### src/rtl/ray_issue_if.sv
// Four-lane ray write bus: origin_1/origin_2/dir_1/dir_2, each lane with a write
// enable and a full flag. Signed Q16.16 vectors indexed [0]=x, [1]=y, [2]=z.
interface ray_issue_if;
  logic        [3:0]  in_wr_en;
  logic        [3:0]  in_full;
  logic signed [31:0] origin_1 [2:0];
  logic signed [31:0] origin_2 [2:0];
  logic signed [31:0] dir_1    [2:0];
  logic signed [31:0] dir_2    [2:0];

  modport master (
    output in_wr_en, origin_1, origin_2, dir_1, dir_2,
    input  in_full
  );

  modport slave (
    input  in_wr_en, origin_1, origin_2, dir_1, dir_2,
    output in_full
  );
endinterface

### src/rtl/ray_issue.sv
// Primary camera ray issuer: scans IMG_W x IMG_H pixels, two adjacent pixels per beat.
// Optional stall counter output enabled by defining RAY_ISSUE_STALL_CNT_EN.
module ray_issue #(
  parameter int Q_BITS = 16,
  parameter int IMG_W  = 640,
  parameter int IMG_H  = 480
) (
  input  logic               clock,
  input  logic               reset,
  input  logic               start,
  input  logic signed [31:0] cam_origin [2:0],
  input  logic signed [31:0] dir_x0,
  input  logic signed [31:0] dir_y0,
  input  logic signed [31:0] dir_step,
  input  logic signed [31:0] dir_z,
  ray_issue_if.master        bus,
  output logic               busy,
  output logic               done
`ifdef RAY_ISSUE_STALL_CNT_EN
  ,
  output logic        [31:0] stall_cnt
`endif
);

  localparam int DATA_W = 32;
  localparam int CW     = $clog2(IMG_W + 1);
  localparam int RW     = $clog2(IMG_H + 1);
  localparam logic [CW-1:0] COL_LAST = CW'(IMG_W - 2);
  localparam logic [RW-1:0] ROW_LAST = RW'(IMG_H - 1);

  if (IMG_W < 2 || (IMG_W % 2) != 0 || IMG_H < 1 || Q_BITS < 0 || Q_BITS >= DATA_W) begin : g_bad_cfg
    $error("ray_issue: IMG_W must be even and >= 2, IMG_H >= 1, 0 <= Q_BITS < 32");
  end

  function automatic logic signed [DATA_W-1:0] wrap_add(
    input logic signed [DATA_W-1:0] a,
    input logic signed [DATA_W-1:0] b
  );
    return a + b;
  endfunction

  typedef enum logic [1:0] {IDLE, RUN, DONE} state_t;

  state_t                    state;
  logic        [CW-1:0]      col;
  logic        [RW-1:0]      row;
  logic signed [DATA_W-1:0]  acc_x;
  logic signed [DATA_W-1:0]  acc_y;
  logic signed [DATA_W-1:0]  org [2:0];
  logic signed [DATA_W-1:0]  x0_l;
  logic signed [DATA_W-1:0]  step_l;
  logic signed [DATA_W-1:0]  z_l;
  logic signed [DATA_W-1:0]  step2;
  logic                      beat;

  // Doubling the step drops its MSB; wrap-around is the intended arithmetic.
  assign step2 = {step_l[DATA_W-2:0], 1'b0};

  // One full flag blocks every lane so the four FIFOs never drift apart.
  assign beat          = (state == RUN) && (bus.in_full == 4'b0000);
  assign bus.in_wr_en  = {4{beat}};

  assign bus.origin_1  = org;
  assign bus.origin_2  = org;
  assign bus.dir_1[0]  = acc_x;
  assign bus.dir_1[1]  = acc_y;
  assign bus.dir_1[2]  = z_l;
  assign bus.dir_2[0]  = wrap_add(acc_x, step_l);
  assign bus.dir_2[1]  = acc_y;
  assign bus.dir_2[2]  = z_l;

  always_ff @(posedge clock or posedge reset) begin
    if (reset) begin
      state  <= IDLE;
      busy   <= 1'b0;
      done   <= 1'b0;
      col    <= '0;
      row    <= '0;
      acc_x  <= '0;
      acc_y  <= '0;
      org    <= '{default: '0};
      x0_l   <= '0;
      step_l <= '0;
      z_l    <= '0;
    end else begin
      case (state)
        IDLE: begin
          if (start) begin
            org    <= cam_origin;
            x0_l   <= dir_x0;
            step_l <= dir_step;
            z_l    <= dir_z;
            acc_x  <= dir_x0;
            acc_y  <= dir_y0;
            col    <= '0;
            row    <= '0;
            busy   <= 1'b1;
            state  <= RUN;
          end
        end
        RUN: begin
          if (beat) begin
            if (col == COL_LAST) begin
              col   <= '0;
              acc_x <= x0_l;
              row   <= row + RW'(1);
              acc_y <= wrap_add(acc_y, step_l);
              if (row == ROW_LAST) begin
                busy  <= 1'b0;
                done  <= 1'b1;
                state <= DONE;
              end
            end else begin
              col   <= col + CW'(2);
              acc_x <= wrap_add(acc_x, step2);
            end
          end
        end
        DONE: begin
          done  <= 1'b0;
          state <= IDLE;
        end
        default: begin
          busy  <= 1'b0;
          done  <= 1'b0;
          state <= IDLE;
        end
      endcase
    end
  end

`ifdef RAY_ISSUE_STALL_CNT_EN
  always_ff @(posedge clock or posedge reset) begin
    if (reset) begin
      stall_cnt <= '0;
    end else if (state == IDLE && start) begin
      stall_cnt <= '0;
    end else if (state == RUN && bus.in_full != 4'b0000 && stall_cnt != '1) begin
      stall_cnt <= stall_cnt + 32'd1;
    end
  end
`endif

endmodule

### src/flat_wrapper.sv
// flat-port wrapper written by rule: the top's interface ports become plain ports
module ray_issue_flat 
#(
  parameter int Q_BITS = 16,
  parameter int IMG_W  = 640,
  parameter int IMG_H  = 480
)
  (clock, reset, start, cam_origin, dir_x0, dir_y0, dir_step, dir_z, busy, done, bus_in_wr_en, bus_origin_1, bus_origin_2, bus_dir_1, bus_dir_2, bus_in_full);
  ray_issue_if bus_i ();
  input  logic clock;
  input  logic reset;
  input  logic start;
  input  logic signed [31:0] cam_origin[2:0];
  input  logic signed [31:0] dir_x0;
  input  logic signed [31:0] dir_y0;
  input  logic signed [31:0] dir_step;
  input  logic signed [31:0] dir_z;
  output logic busy;
  output logic done;
  output wire logic [$bits(bus_i.in_wr_en)-1:0] bus_in_wr_en;
  output wire logic [$bits(bus_i.origin_1)-1:0] bus_origin_1;
  output wire logic [$bits(bus_i.origin_2)-1:0] bus_origin_2;
  output wire logic [$bits(bus_i.dir_1)-1:0] bus_dir_1;
  output wire logic [$bits(bus_i.dir_2)-1:0] bus_dir_2;
  input wire logic [$bits(bus_i.in_full)-1:0] bus_in_full;
  assign bus_in_wr_en = bus_i.in_wr_en;
  assign bus_origin_1 = {>>{bus_i.origin_1}};
  assign bus_origin_2 = {>>{bus_i.origin_2}};
  assign bus_dir_1 = {>>{bus_i.dir_1}};
  assign bus_dir_2 = {>>{bus_i.dir_2}};
  assign bus_i.in_full = bus_in_full;
  ray_issue #(.Q_BITS(Q_BITS), .IMG_W(IMG_W), .IMG_H(IMG_H)) u_core (.clock(clock), .reset(reset), .start(start), .cam_origin(cam_origin), .dir_x0(dir_x0), .dir_y0(dir_y0), .dir_step(dir_step), .dir_z(dir_z), .bus(bus_i), .busy(busy), .done(done));
endmodule
### config.mk
export PLATFORM = sky130hd
export DESIGN_NAME = ray_issue_flat
export DESIGN_NICKNAME = d
export VERILOG_FILES = /design/src/rtl/ray_issue_if.sv /design/src/rtl/ray_issue.sv /design/src/flat_wrapper.sv
export SDC_FILE = /design/constraint.sdc
export NUM_CORES = 1
export LEC_CHECK = 0
export BUFFER_PORTS_ARGS = -buffer_cell sky130_fd_sc_hd__buf_2
export CAP_MARGIN = 20
export CORE_AREA = 2 2 244 246
export DETAILED_ROUTE_END_ITERATION = 10
export DIE_AREA = 0 0 246 248
export SLEW_MARGIN = 20
export SYNTH_ARGS = -nofsm -noshare
export SYNTH_HDL_FRONTEND = slang
export SYNTH_SLANG_ARGS = --single-unit
### constraint.sdc
create_clock -name clock -period 12.92 [get_ports clock]
set_clock_uncertainty 0.05 [all_clocks]
set_input_delay 2.584 -clock clock [delete_from_list [all_inputs] [get_ports clock]]
set_output_delay 2.584 -clock clock [all_outputs]
set_load 0.02 [all_outputs]
# Word-level counts from Yosys, hierarchy flattened
# Index checks and enable logic that the tools add are counted.
[totals]
rom_bits = 0
memories = 0
in_bits = 231
latch_bits = 0
ram_bits = 0
elab_cells = 68
ff_bits = 279
[op_classes]
addsub = 5
div = 0
n_reduce_logical = 10
multipliers = 0
shift = 0
n_eq_ne = 8
magnitude_cmp = 0
bitwise_logic = 2
mux = 30
[ops]
columns = ["operator", "n"]
rows = [
  ["$mux W32", 6],
  ["$pmux W32 S2", 2],
  ["$add A32 B32 Y32", 3],
  ["$mux W10", 3],
  ["$mux W9", 3],
  ["$pmux W10 S2", 1],
  ["$pmux W9 S2", 1],
  ["$reduce_and A4 Y1", 3],
  ["$add A10 B2 Y10 const B", 1],
  ["$eq A10 B10 Y1 const B", 1],
  ["$add A9 B1 Y9 const B", 1],
  ["$eq A9 B9 Y1 const B", 1],
  ["$mux W2", 4],
  ["$mux W1", 7],
  ["$ne A2 B2 Y1 const B", 3],
  ["$reduce_and A5 Y1", 1],
  ["$logic_not A4 Y1", 1],
  ["$pmux W2 S2", 1],
  ["$pmux W1 S3", 1],
  ["$reduce_and A3 Y1", 1],
  ["$eq A2 B1 Y1 const B", 1],
  ["$eq A2 B2 Y1 const B", 1],
  ["$logic_not A2 Y1", 1],
  ["$ne A2 B1 Y1 const B", 1],
  ["other kinds (5)", 6],
]

# Longest topological paths before layout
# Gate-level depths: netlist of run 1.
[depth]
depth_word = 5
mapped_depth = 12
mapped_depth_nobuf = 12

# Worst setup path before layout of run 1
# Ideal clock, no wire load.
[synth_path]
path_kind = "in2out"
from = "in bus_in_full[1]"
to = "out bus_in_wr_en[0]"
path_slack_ns = 6.532
arrival_ns = 3.754
path_stages = 5
t_required_ns = 10.286
n_path_buf = 2
cell_sequence = "or4_1 -> or2_1 -> buf_2 -> inv_2 -> buf_4"
[synth_via]
elab_chain_cells = 2
[synth_rtl]
columns = ["element", "line", "source"]
rows = [
  ["start, declared", "flat_wrapper.sv:25", "input wire logic [$bits(bus_i.in_full)-1:0] bus_in_full;"],
  ["$logic_not A4 Y1", "ray_issue.sv:60", "assign beat = (state == RUN) && (bus.in_full == 4'b0000);"],
  ["$logic_and A1 B1 Y1", "ray_issue.sv:60", ""],
  ["end, declared", "flat_wrapper.sv:20", "output wire logic [$bits(bus_i.in_wr_en)-1:0] bus_in_wr_en;"],
]
# No other way between the ends.

# Worst setup path in the final report of run 1
# Ends and elaborated chain as after synthesis.

==> results.sh, run 1 <==
export IMPL_antenna_cells=0
export IMPL_holdWs_ns=0.420
export IMPL_nNetsFinal=2789
export IMPL_cp_required_ns=10.29
export IMPL_dieArea_um2=61000
export IMPL_start_kind="primary input"
export IMPL_cap_violations=0
export IMPL_root_buffer="clkbuf_16"
export IMPL_clkSinkCount=278
export IMPL_synth_area_leaders="dfrtp_1 (41%), nand2_1 (14%), buf_4 (7.3%)"
export IMPL_first_iter_violations=1136
export IMPL_gr_total_overflow=0
export IMPL_critPathTopFamily="simple AND/OR/NAND/NOR gates"
export IMPL_p_sw_frac=0.467
export IMPL_ant_nets=0
export IMPL_path_clk_slew_ns=0.06
export IMPL_yosysTopAreaCell="dfrtp_1"
export IMPL_hold_class="flop to flop"
export IMPL_numCtsBuffers=35
export IMPL_p_comb_frac=0.523
export IMPL_grt_pass1_vias=14625
export IMPL_yosys_warnings=0
export IMPL_critical_path_slowest_cell="or4_1"
export IMPL_wl_mm=64.3
export IMPL_peakVddDrop_v=0.000125
export IMPL_vias=15813
export IMPL_period_needed_ns=6.88
export IMPL_p_int_uw=2720
export IMPL_area_delta_synth_final_pct=23.1
export IMPL_synth_cell_types=74
export IMPL_core_area_um2=58500
export IMPL_leakage_uw=0.0112
export IMPL_path_cells="buf_2 > or4_1 > or2_1 > buf_4 > inv_2 > buf_2"
export IMPL_path_buf_inv=4
export IMPL_fmax_mhz=145
export IMPL_post_cts_setup_buffers=0
export IMPL_cts_resized=0
export IMPL_fin_crit_sh=0.532
export IMPL_gp_congestion=0.902
export IMPL_cts_tree="built"
export IMPL_ioPinCount=621
export IMPL_crit_path_end_kind="output port"
export IMPL_antenna_found_initial=12
export IMPL_crit_path_frequent_cell="buf_2"
export IMPL_grt_first_pass_wirelength_mm=91.9
export IMPL_hpwl_mm=48.5
export IMPL_setup_violations=0
export IMPL_htree_levels=2
export IMPL_tightest_slew_ns=0.972
export IMPL_layout_common_cells="nand2_1 (653), buf_2 (620), dfrtp_1 (278), a21oi_1 (117), ha_1 (94)"
export IMPL_avgRoutedWirePerCell_um=19.7
export IMPL_synth_edf_count=0
export IMPL_postSynth_asyncResetShare=1.00
export IMPL_worstSkewPairLatency_ns=0.55
export IMPL_cp_arrival_ns=4.24
export IMPL_drc=0
export IMPL_hold_viol=0
export IMPL_path_class="primary input to output port"
export IMPL_synth_seq_cells=278
export IMPL_dpl_instance_area_um2=19600
export IMPL_critical_path_max_stage_delay_ns=0.63
export IMPL_syn_inst=2035
export IMPL_cp_max_fo=15
export IMPL_synth_ff_type="dfrtp_1"
export IMPL_design_area_um2=20800
export IMPL_dr_pass1_iters=6
export IMPL_timing_setup_tns_ns=0
export IMPL_slew_headroom=0.352
export IMPL_ys_seq_area_frac=0.411
export IMPL_viasPerCell=4.85
export IMPL_port_buffers=620
export IMPL_seqPwrFrac=0.275
export IMPL_grt_max_degree=154
export IMPL_rsz0062_at_grt="no"
export IMPL_synthesis_area_um2=16900
export IMPL_p_per_area_nw_per_um2=245
export IMPL_rows=89
export IMPL_clk_path_buf_depth=3
export IMPL_start_util=0.290
export IMPL_layout_drive_gt1_share=0.289
export IMPL_syn_nets=2363
export IMPL_fp_dieW_um=246
export IMPL_power_frac_clock=0.202
export IMPL_switchingPower_uw=2390
export IMPL_die_h_um=248
export IMPL_netlist_area_leader_share=0.411
export IMPL_utilization=0.356
export IMPL_cts_hold_buf=0
export IMPL_final_common_cell="nand2_1"
export IMPL_status="finished clean"
export IMPL_grt_use_total=0.200
export IMPL_avgSynthCellArea_um2=8.32
export IMPL_final_max_slew_violation_count=0
-- power by group through the flow --
stage,clock network (uW),registers [uW],logic [uW]
after global placement,0,1420,2650
after global routing,1100,1430,2940
after detailed placement,0,1420,2650
after floorplan,0,1500,1840
final,1030,1400,2670
after CTS,1060,1410,2670
-- worst paths after layout --
| check | endpoint | depth (start not counted) | slack (ns) | startpoint |
|---|---|---|---|---|
| worst min-delay path | u_core.x0_l[28] | 2 | 0.42 | u_core.x0_l[28] |
| worst min register to register | u_core.x0_l[28] | 2 | 0.42 | u_core.x0_l[28] |
| worst max-delay path | bus_in_wr_en[0] | 6 | 6.04 | bus_in_full[1] |
| worst max register to register | u_core.acc_y[28] | 11 | 9.19 | u_core.acc_y[0] |
| min in group asynchronous | u_core.bus.origin_1[24] | 2 | 2.08 | reset |
| max in group asynchronous | u_core.acc_x[30] | 3 | 9.30 | reset |
-- state kept, by name, indices dropped and copies added, names as in the netlist --
signal and count:
u_core.acc_y 32, u_core.row 9, u_core.done 1, u_core.acc_x 32, u_core.x0_l 32, u_core.busy 1, u_core.state 2, u_core.z_l 32
u_core.col 9, u_core.bus.origin_1 96, u_core.step_l 32
-- Yosys cell counts, drive strengths merged (6+ instances only) --
library cell  instances
o22ai                17
a211oi               26
or3                  14
o21ai               101
nand3                20
a31oi                15
buf                 177
a21oi               118
nor2                 94
nand4                16
a21o                 45
a22oi                 7
and3                 16
o21a                 21
o211ai                9
nor3                 31
nor2b                 7
nand2b                7
inv                  20
a221oi                7
xnor2                40
dfrtp               278
ha                   94
o21bai                7
o31ai                 6
clkbuf               70
xor2                 43
nand2               653
-- per-layer routing --
layer,vias to the layer above,GRT usage,part of all wire
met5,-,0,0.0013
met4,16,0.0569,0.024
met3,95,0.0490,0.083
met2,590,0.297,0.44
met1,7491,0.285,0.46
li1,7621,-,-
-- through the flow --
| stage | worst slack (ns) | total power (uW) | std cells |
|---|---|---|---|
| final | 6.04 | 5110 | 3261 |
| after floorplan | 2.62 | 3340 | 2035 |
| after detailed placement | 6.01 | 4080 | 3197 |
| after global routing | 6.00 | 5470 | 3261 |
| after global placement | 6.05 | 4070 | 3197 |
| after CTS | 6.02 | 5140 | 3261 |
-- worst register-to-register path: cells and delay by family, from the launching register on --
family | cells | cell delay, ns
AOI/OAI and AO/OA | 6 | 1.83
adders and majority gates | 2 | 0.74
DFF | 1 | 0.50
muxes | 1 | 0.16
and+or+nand+nor | 2 | 0.34
-- cell type report --
type | instances | area, um2
Inverter | 20 | 82.6
Fill cell | 6206 | 37600
Multi-Input combinational cell | 1490 | 8380
Clock buffer | 55 | 1080
Timing Repair Buffer | 636 | 3240
Sequential cell | 278 | 6960
Clock inverter | 9 | 123
Tap cell | 773 | 967
-- cells by family (layout without fill, tap and decap cells) --
| kind of cell | count (synthesis) | in the layout | share of synthesized area |
|---|---|---|---|
| AND/OR/NAND/NOR | 882 | 882 | 0.213 |
| AO/OA/AOI/OAI | 423 | 423 | 0.160 |
| flip-flops | 278 | 278 | 0.411 |
| buffers and inverters | 267 | 720 | 0.0962 |
| adder cells (fa/ha/maj) | 97 | 97 | 0.0730 |
| XOR/XNOR | 83 | 83 | 0.0430 |
| multiplexers | 5 | 5 | 0.00296 |
No activity file was read; power rests on OpenSTA's default activity.
==> run 2: changes to the inputs <==
--- a/config.mk
+++ b/config.mk
@@ -7,9 +7,9 @@
 export LEC_CHECK = 0
 export BUFFER_PORTS_ARGS = -buffer_cell sky130_fd_sc_hd__buf_2
 export CAP_MARGIN = 20
-export CORE_AREA = 2 2 244 246
+export CORE_AREA = 2 2 239 241
 export DETAILED_ROUTE_END_ITERATION = 10
-export DIE_AREA = 0 0 246 248
+export DIE_AREA = 0 0 241 243
 export SLEW_MARGIN = 20
 export SYNTH_ARGS = -nofsm -noshare
 export SYNTH_HDL_FRONTEND = slang
==> constraint.sdc (replaced) <==
create_clock -name clock -period 5.9 [get_ports clock]
set_clock_uncertainty 0.05 [all_clocks]
set_input_delay 1.18 -clock clock [delete_from_list [all_inputs] [get_ports clock]]
set_output_delay 1.18 -clock clock [all_outputs]
set_load 0.02 [all_outputs]
==> results.sh, run 2 (same netlist as run 1, synthesis figures left out) <==
export IMPL_status="complete, but fails checks"
export IMPL_violations="slew limit"
export IMPL_final_common_cell="nand2_1"
export IMPL_dpl_instance_area_um2=19600
export IMPL_hold_class="flop to flop"
export IMPL_leakage_uw=0.0113
export IMPL_hpwl_mm=49.6
export IMPL_dieArea_um2=58600
export IMPL_grt_max_degree=222
export IMPL_design_area_um2=20900
export IMPL_wl_mm=65.2
export IMPL_cp_arrival_ns=3.76
export IMPL_avgRoutedWirePerCell_um=20.1
export IMPL_dr_pass1_iters=6
export IMPL_grt_first_pass_wirelength_mm=97.0
export IMPL_numCtsBuffers=37
export IMPL_critical_path_slowest_cell="fa_1"
export IMPL_antenna_found_initial=6
export IMPL_first_iter_violations=1200
export IMPL_post_cts_setup_buffers=0
export IMPL_start_kind="flop"
export IMPL_drc=0
export IMPL_cap_violations=0
export IMPL_fp_dieW_um=241
export IMPL_period_needed_ns=4.99
export IMPL_final_max_slew_violation_count=117
export IMPL_seqPwrFrac=0.267
export IMPL_fin_crit_sh=0.846
export IMPL_ant_nets=0
export IMPL_p_sw_frac=0.477
export IMPL_cts_resized=0
export IMPL_cp_required_ns=4.67
export IMPL_layout_drive_gt1_share=0.291
export IMPL_hold_viol=0
export IMPL_p_int_uw=6010
export IMPL_port_buffers=620
export IMPL_rsz0062_at_grt="no"
export IMPL_setup_violations=0
export IMPL_dp_slack_ns=1.54
export IMPL_rows=87
export IMPL_tightest_slew_ns=1.82
export IMPL_viasPerCell=4.96
export IMPL_root_buffer="clkbuf_16"
export IMPL_htree_levels=2
export IMPL_clkSinkCount=278
export IMPL_slew_headroom=-0.213
export IMPL_cts_tree="built"
export IMPL_layout_common_cells="nand2_1 (653), buf_2 (620), dfrtp_1 (278), a21oi_1 (117), ha_1 (94)"
export IMPL_gr_total_overflow=0
export IMPL_grt_pass1_vias=15305
export IMPL_power_frac_clock=0.198
export IMPL_worstSkewPairLatency_ns=0.55
export IMPL_path_class="flop to output port"
export IMPL_core_area_um2=56000
export IMPL_timing_setup_tns_ns=0
export IMPL_cp_max_fo=4
export IMPL_vias=16080
export IMPL_clk_path_buf_depth=3
export IMPL_power_total_uw=11500
export IMPL_ioPinCount=621
export IMPL_die_h_um=243
export IMPL_switchingPower_uw=5490
export IMPL_worst_slack_ns=0.911
export IMPL_path_cells="ha_1 > fa_1 > a211oi_1 > o21bai_1 > a21oi_1 > o31ai_1 > buf_4 > nand4_1 > a21oi_1 > a211o_1 > a21oi_1 > xnor2_1 > buf_2"
export IMPL_cts_hold_buf=0
export IMPL_peakVddDrop_v=0.000360
export IMPL_grt_use_total=0.216
export IMPL_largest_register_ffs=96
export IMPL_p_comb_frac=0.535
export IMPL_start_util=0.302
export IMPL_critical_path_max_stage_delay_ns=0.44
export IMPL_crit_path_end_kind="output port"
export IMPL_fmax_mhz=200
export IMPL_area_delta_synth_final_pct=23.3
export IMPL_nNetsFinal=2791
export IMPL_utilization=0.373
export IMPL_p_per_area_nw_per_um2=551
export IMPL_crit_path_frequent_cell="a21oi_1"
export IMPL_path_clk_slew_ns=0.05
export IMPL_gp_congestion=0.976
run 2: cell types whose count changed in the layout (fill, tap and decap cells not counted), moves of 2 or more:
cell,delta
clkbuf_1,-4
clkbuf_8,-4
clkinv_2,+4
buf_12,+3
buf_4,-3
clkbuf_16,+3
clkinv_4,+2
inv_6,+2
run 2: final cells by class:
type                            instances  area (um2)
Antenna cell                            1        2.50
Clock buffer                           50        1090
Clock inverter                         14         146
Fill cell                            5901       35100
Inverter                               20        78.8
Multi-Input combinational cell       1490        8370
Sequential cell                       278        6960
Tap cell                              756         946
Timing Repair Buffer                  636        3270
run 2: layer usage:
metal	wire [um]	part of all wire	global-route usage
met3	4480	0.069	0.0373
met4	1760	0.027	0.0675
met5	48	0.00074	0
met1	30900	0.47	0.320
met2	28000	0.43	0.317
run 2: per-stage QoR:
stage,hold WS (ns),std cells
final,0.423,3245
after global routing,0.449,3244
after CTS,0.426,3244
after detailed placement,0.412,3180
after global placement,0.407,3180
after floorplan,0.390,2035
run 2: worst max-delay path, delay by kind of cell, from the launching register on:
kind,cells,cell delay (ns)
compound gates,7,1.42
simple gates,1,0.14
buf+inv,2,0.37
xor+xnor,1,0.16
fa+ha+maj,2,0.69
flops,1,0.43
run 2: worst paths after layout:
path | endpoint | start | cells past startpoint | slack, ns
worst max-delay path | bus_dir_2[30] | u_core.step_l[0] | 13 | 0.91
worst min-delay path | u_core.x0_l[9] | u_core.x0_l[9] | 2 | 0.42
worst max register to register | u_core.acc_y[16] | u_core.step_l[0] | 11 | 2.34
worst min register to register | u_core.x0_l[9] | u_core.x0_l[9] | 2 | 0.42
max in group asynchronous | u_core.acc_x[20] | reset | 3 | 3.58
min in group asynchronous | u_core.acc_y[22] | reset | 2 | 0.79
run 2: power groups by stage:
stage / clock network (uW) / logic, uW / registers [uW]
3_5_place_dp: 0 / 6100 / 3090
2_1_floorplan: 0 / 4020 / 3290
4_1_cts: 2350 / 6120 / 3060
6_report: 2280 / 6150 / 3070
5_1_grt: 2420 / 6680 / 3140
3_3_place_gp: 0 / 6090 / 3060
==> run 3: changes to the inputs <==
--- a/config.mk
+++ b/config.mk
@@ -7,9 +7,9 @@
 export LEC_CHECK = 0
 export BUFFER_PORTS_ARGS = -buffer_cell sky130_fd_sc_hd__buf_2
 export CAP_MARGIN = 20
-export CORE_AREA = 2 2 239 241
+export CORE_AREA = 2 2 244 246
 export DETAILED_ROUTE_END_ITERATION = 10
-export DIE_AREA = 0 0 241 243
+export DIE_AREA = 0 0 246 248
 export SLEW_MARGIN = 20
 export SYNTH_ARGS = -nofsm -noshare
 export SYNTH_HDL_FRONTEND = slang
==> constraint.sdc (replaced) <==
create_clock -name clock -period 4.7 [get_ports clock]
set_clock_uncertainty 0.05 [all_clocks]
set_input_delay 0.94 -clock clock [delete_from_list [all_inputs] [get_ports clock]]
set_output_delay 0.94 -clock clock [all_outputs]
set_load 0.02 [all_outputs]
==> results.sh, run 3 (same netlist as run 1, synthesis figures left out) <==
export IMPL_htree_levels=2
export IMPL_layout_drive_gt1_share=0.294
export IMPL_cp_required_ns=3.71
export IMPL_grt_max_degree=163
export IMPL_tightest_slew_ns=1.21
export IMPL_setup_violations=0
export IMPL_root_buffer="clkbuf_16"
export IMPL_cap_violations=0
export IMPL_final_max_slew_violation_count=0
export IMPL_crit_path_end_kind="output port"
export IMPL_cp_max_fo=4
export IMPL_rsz0062_at_grt="yes"
export IMPL_layout_common_cells="nand2_1 (653), buf_2 (620), dfrtp_1 (278), a21oi_1 (116), ha_1 (94)"
export IMPL_worstSkewPairLatency_ns=0.55
export IMPL_cp_arrival_ns=3.52
export IMPL_clk_path_buf_depth=3
export IMPL_dieArea_um2=61000
export IMPL_vias=15985
export IMPL_gp_congestion=0.899
export IMPL_first_iter_violations=1141
export IMPL_design_area_um2=20900
export IMPL_ioPinCount=621
export IMPL_core_area_um2=58500
export IMPL_nNetsFinal=2792
export IMPL_path_class="flop to output port"
export IMPL_drc=0
export IMPL_area_delta_synth_final_pct=23.6
export IMPL_status="finished clean"
export IMPL_hold_viol=0
export IMPL_hpwl_mm=48.5
export IMPL_grt_pass1_vias=14978
export IMPL_rows=89
export IMPL_register_area_um2=6960
export IMPL_dr_pass1_iters=5
export IMPL_port_buffers=620
export IMPL_fmax_mhz=222
export IMPL_start_util=0.290
export IMPL_worst_slack_ns=0.189
export IMPL_peakVddDrop_v=0.000354
export IMPL_largest_register_ffs=96
export IMPL_viasPerCell=4.89
export IMPL_gr_total_overflow=0
export IMPL_grt_first_pass_wirelength_mm=93.8
export IMPL_hold_class="flop to flop"
export IMPL_numCtsBuffers=36
export IMPL_grt_use_total=0.203
export IMPL_clkSinkCount=278
export IMPL_die_h_um=248
export IMPL_multi_input_area_um2=8410
export IMPL_slew_headroom=0.196
export IMPL_path_clk_slew_ns=0.06
export IMPL_timing_setup_tns_ns=0
export IMPL_dpl_instance_area_um2=19700
export IMPL_leakage_uw=0.0113
export IMPL_cts_tree="built"
export IMPL_period_needed_ns=4.51
export IMPL_ant_nets=0
export IMPL_cts_hold_buf=0
export IMPL_dp_slack_ns=0.503
export IMPL_antenna_found_initial=14
export IMPL_wl_mm=64.9
export IMPL_start_kind="flop"
export IMPL_avgRoutedWirePerCell_um=19.9
export IMPL_fillers=6193
export IMPL_fp_dieW_um=246
export IMPL_final_common_cell="nand2_1"
export IMPL_fin_crit_sh=0.960
export IMPL_p_per_area_nw_per_um2=677
run 3: area by class of cell:
class                   instances  share of cell area
diodes                          2            0.000239
clock buffers                  47              0.0484
clock inverters                18             0.00933
inverters                      20             0.00377
multi-input cells            1490               0.402
flip-flops and latches        278               0.333
well taps                     773              0.0462
repair buffers                638               0.157
run 3: worst max-delay path: stages (launching register included):
cell	delay, ns
dfrtp_1	0.41
ha_1	0.24
fa_2	0.39
a211oi_2	0.20
o21bai_1	0.12
a21oi_2	0.31
o31ai_4	0.13
nand4_1	0.20
a21oi_1	0.16
a211o_1	0.29
a21oi_1	0.19
xnor2_1	0.14
buf_2	0.18
run 3: power breakdown:
part / total, uW / internal [uW] / switching [uW]
Sequential: 3820 / 3010 / 806
Combinational: 7480 / 2800 / 4680
Clock: 2860 / 1700 / 1170
run 3: per-stage QoR:
| step | total power, uW | hold slack [ns] | utilization | std cells |
|---|---|---|---|---|
| 2_1_floorplan | 9180 | 0.390 | - | 2035 |
| 3_3_place_gp | 11300 | 0.407 | 0.336 | 3198 |
| 3_5_place_dp | 11300 | 0.411 | 0.336 | 3198 |
| 4_1_cts | 14200 | 0.426 | 0.357 | 3263 |
| 5_1_grt | 15200 | 0.446 | 0.358 | 3265 |
| 6_report | 14200 | 0.422 | 0.358 | 3266 |
run 3: final timing paths:
path                                  start                      end  slack (ns)  cells after the start
max                        u_core.step_l[0]            bus_dir_2[30]        0.19                     12
min                         u_core.x0_l[28]          u_core.x0_l[28]        0.42                      2
max reg2reg                 u_core.acc_y[0]         u_core.acc_y[28]        1.03                     11
min reg2reg                 u_core.x0_l[28]          u_core.x0_l[28]        0.42                      2
max in group asynchronous             reset         u_core.acc_y[21]        3.07                      3
min in group asynchronous             reset  u_core.bus.origin_1[91]        0.47                      3
run 3: repair_timing:
item	CTS	global route
buffers inserted	0	1
resized for setup	2	6
pin swaps	0	2
endpoints found under the setup margin	3	5
run 3: per-layer routing:
metal | track usage | up-vias | part of all wire
met5 | 0 | - | 0.0017
met4 | 0.0578 | 18 | 0.025
met3 | 0.0547 | 109 | 0.089
met2 | 0.310 | 634 | 0.44
met1 | 0.280 | 7572 | 0.44
li1 | - | 7652 | -
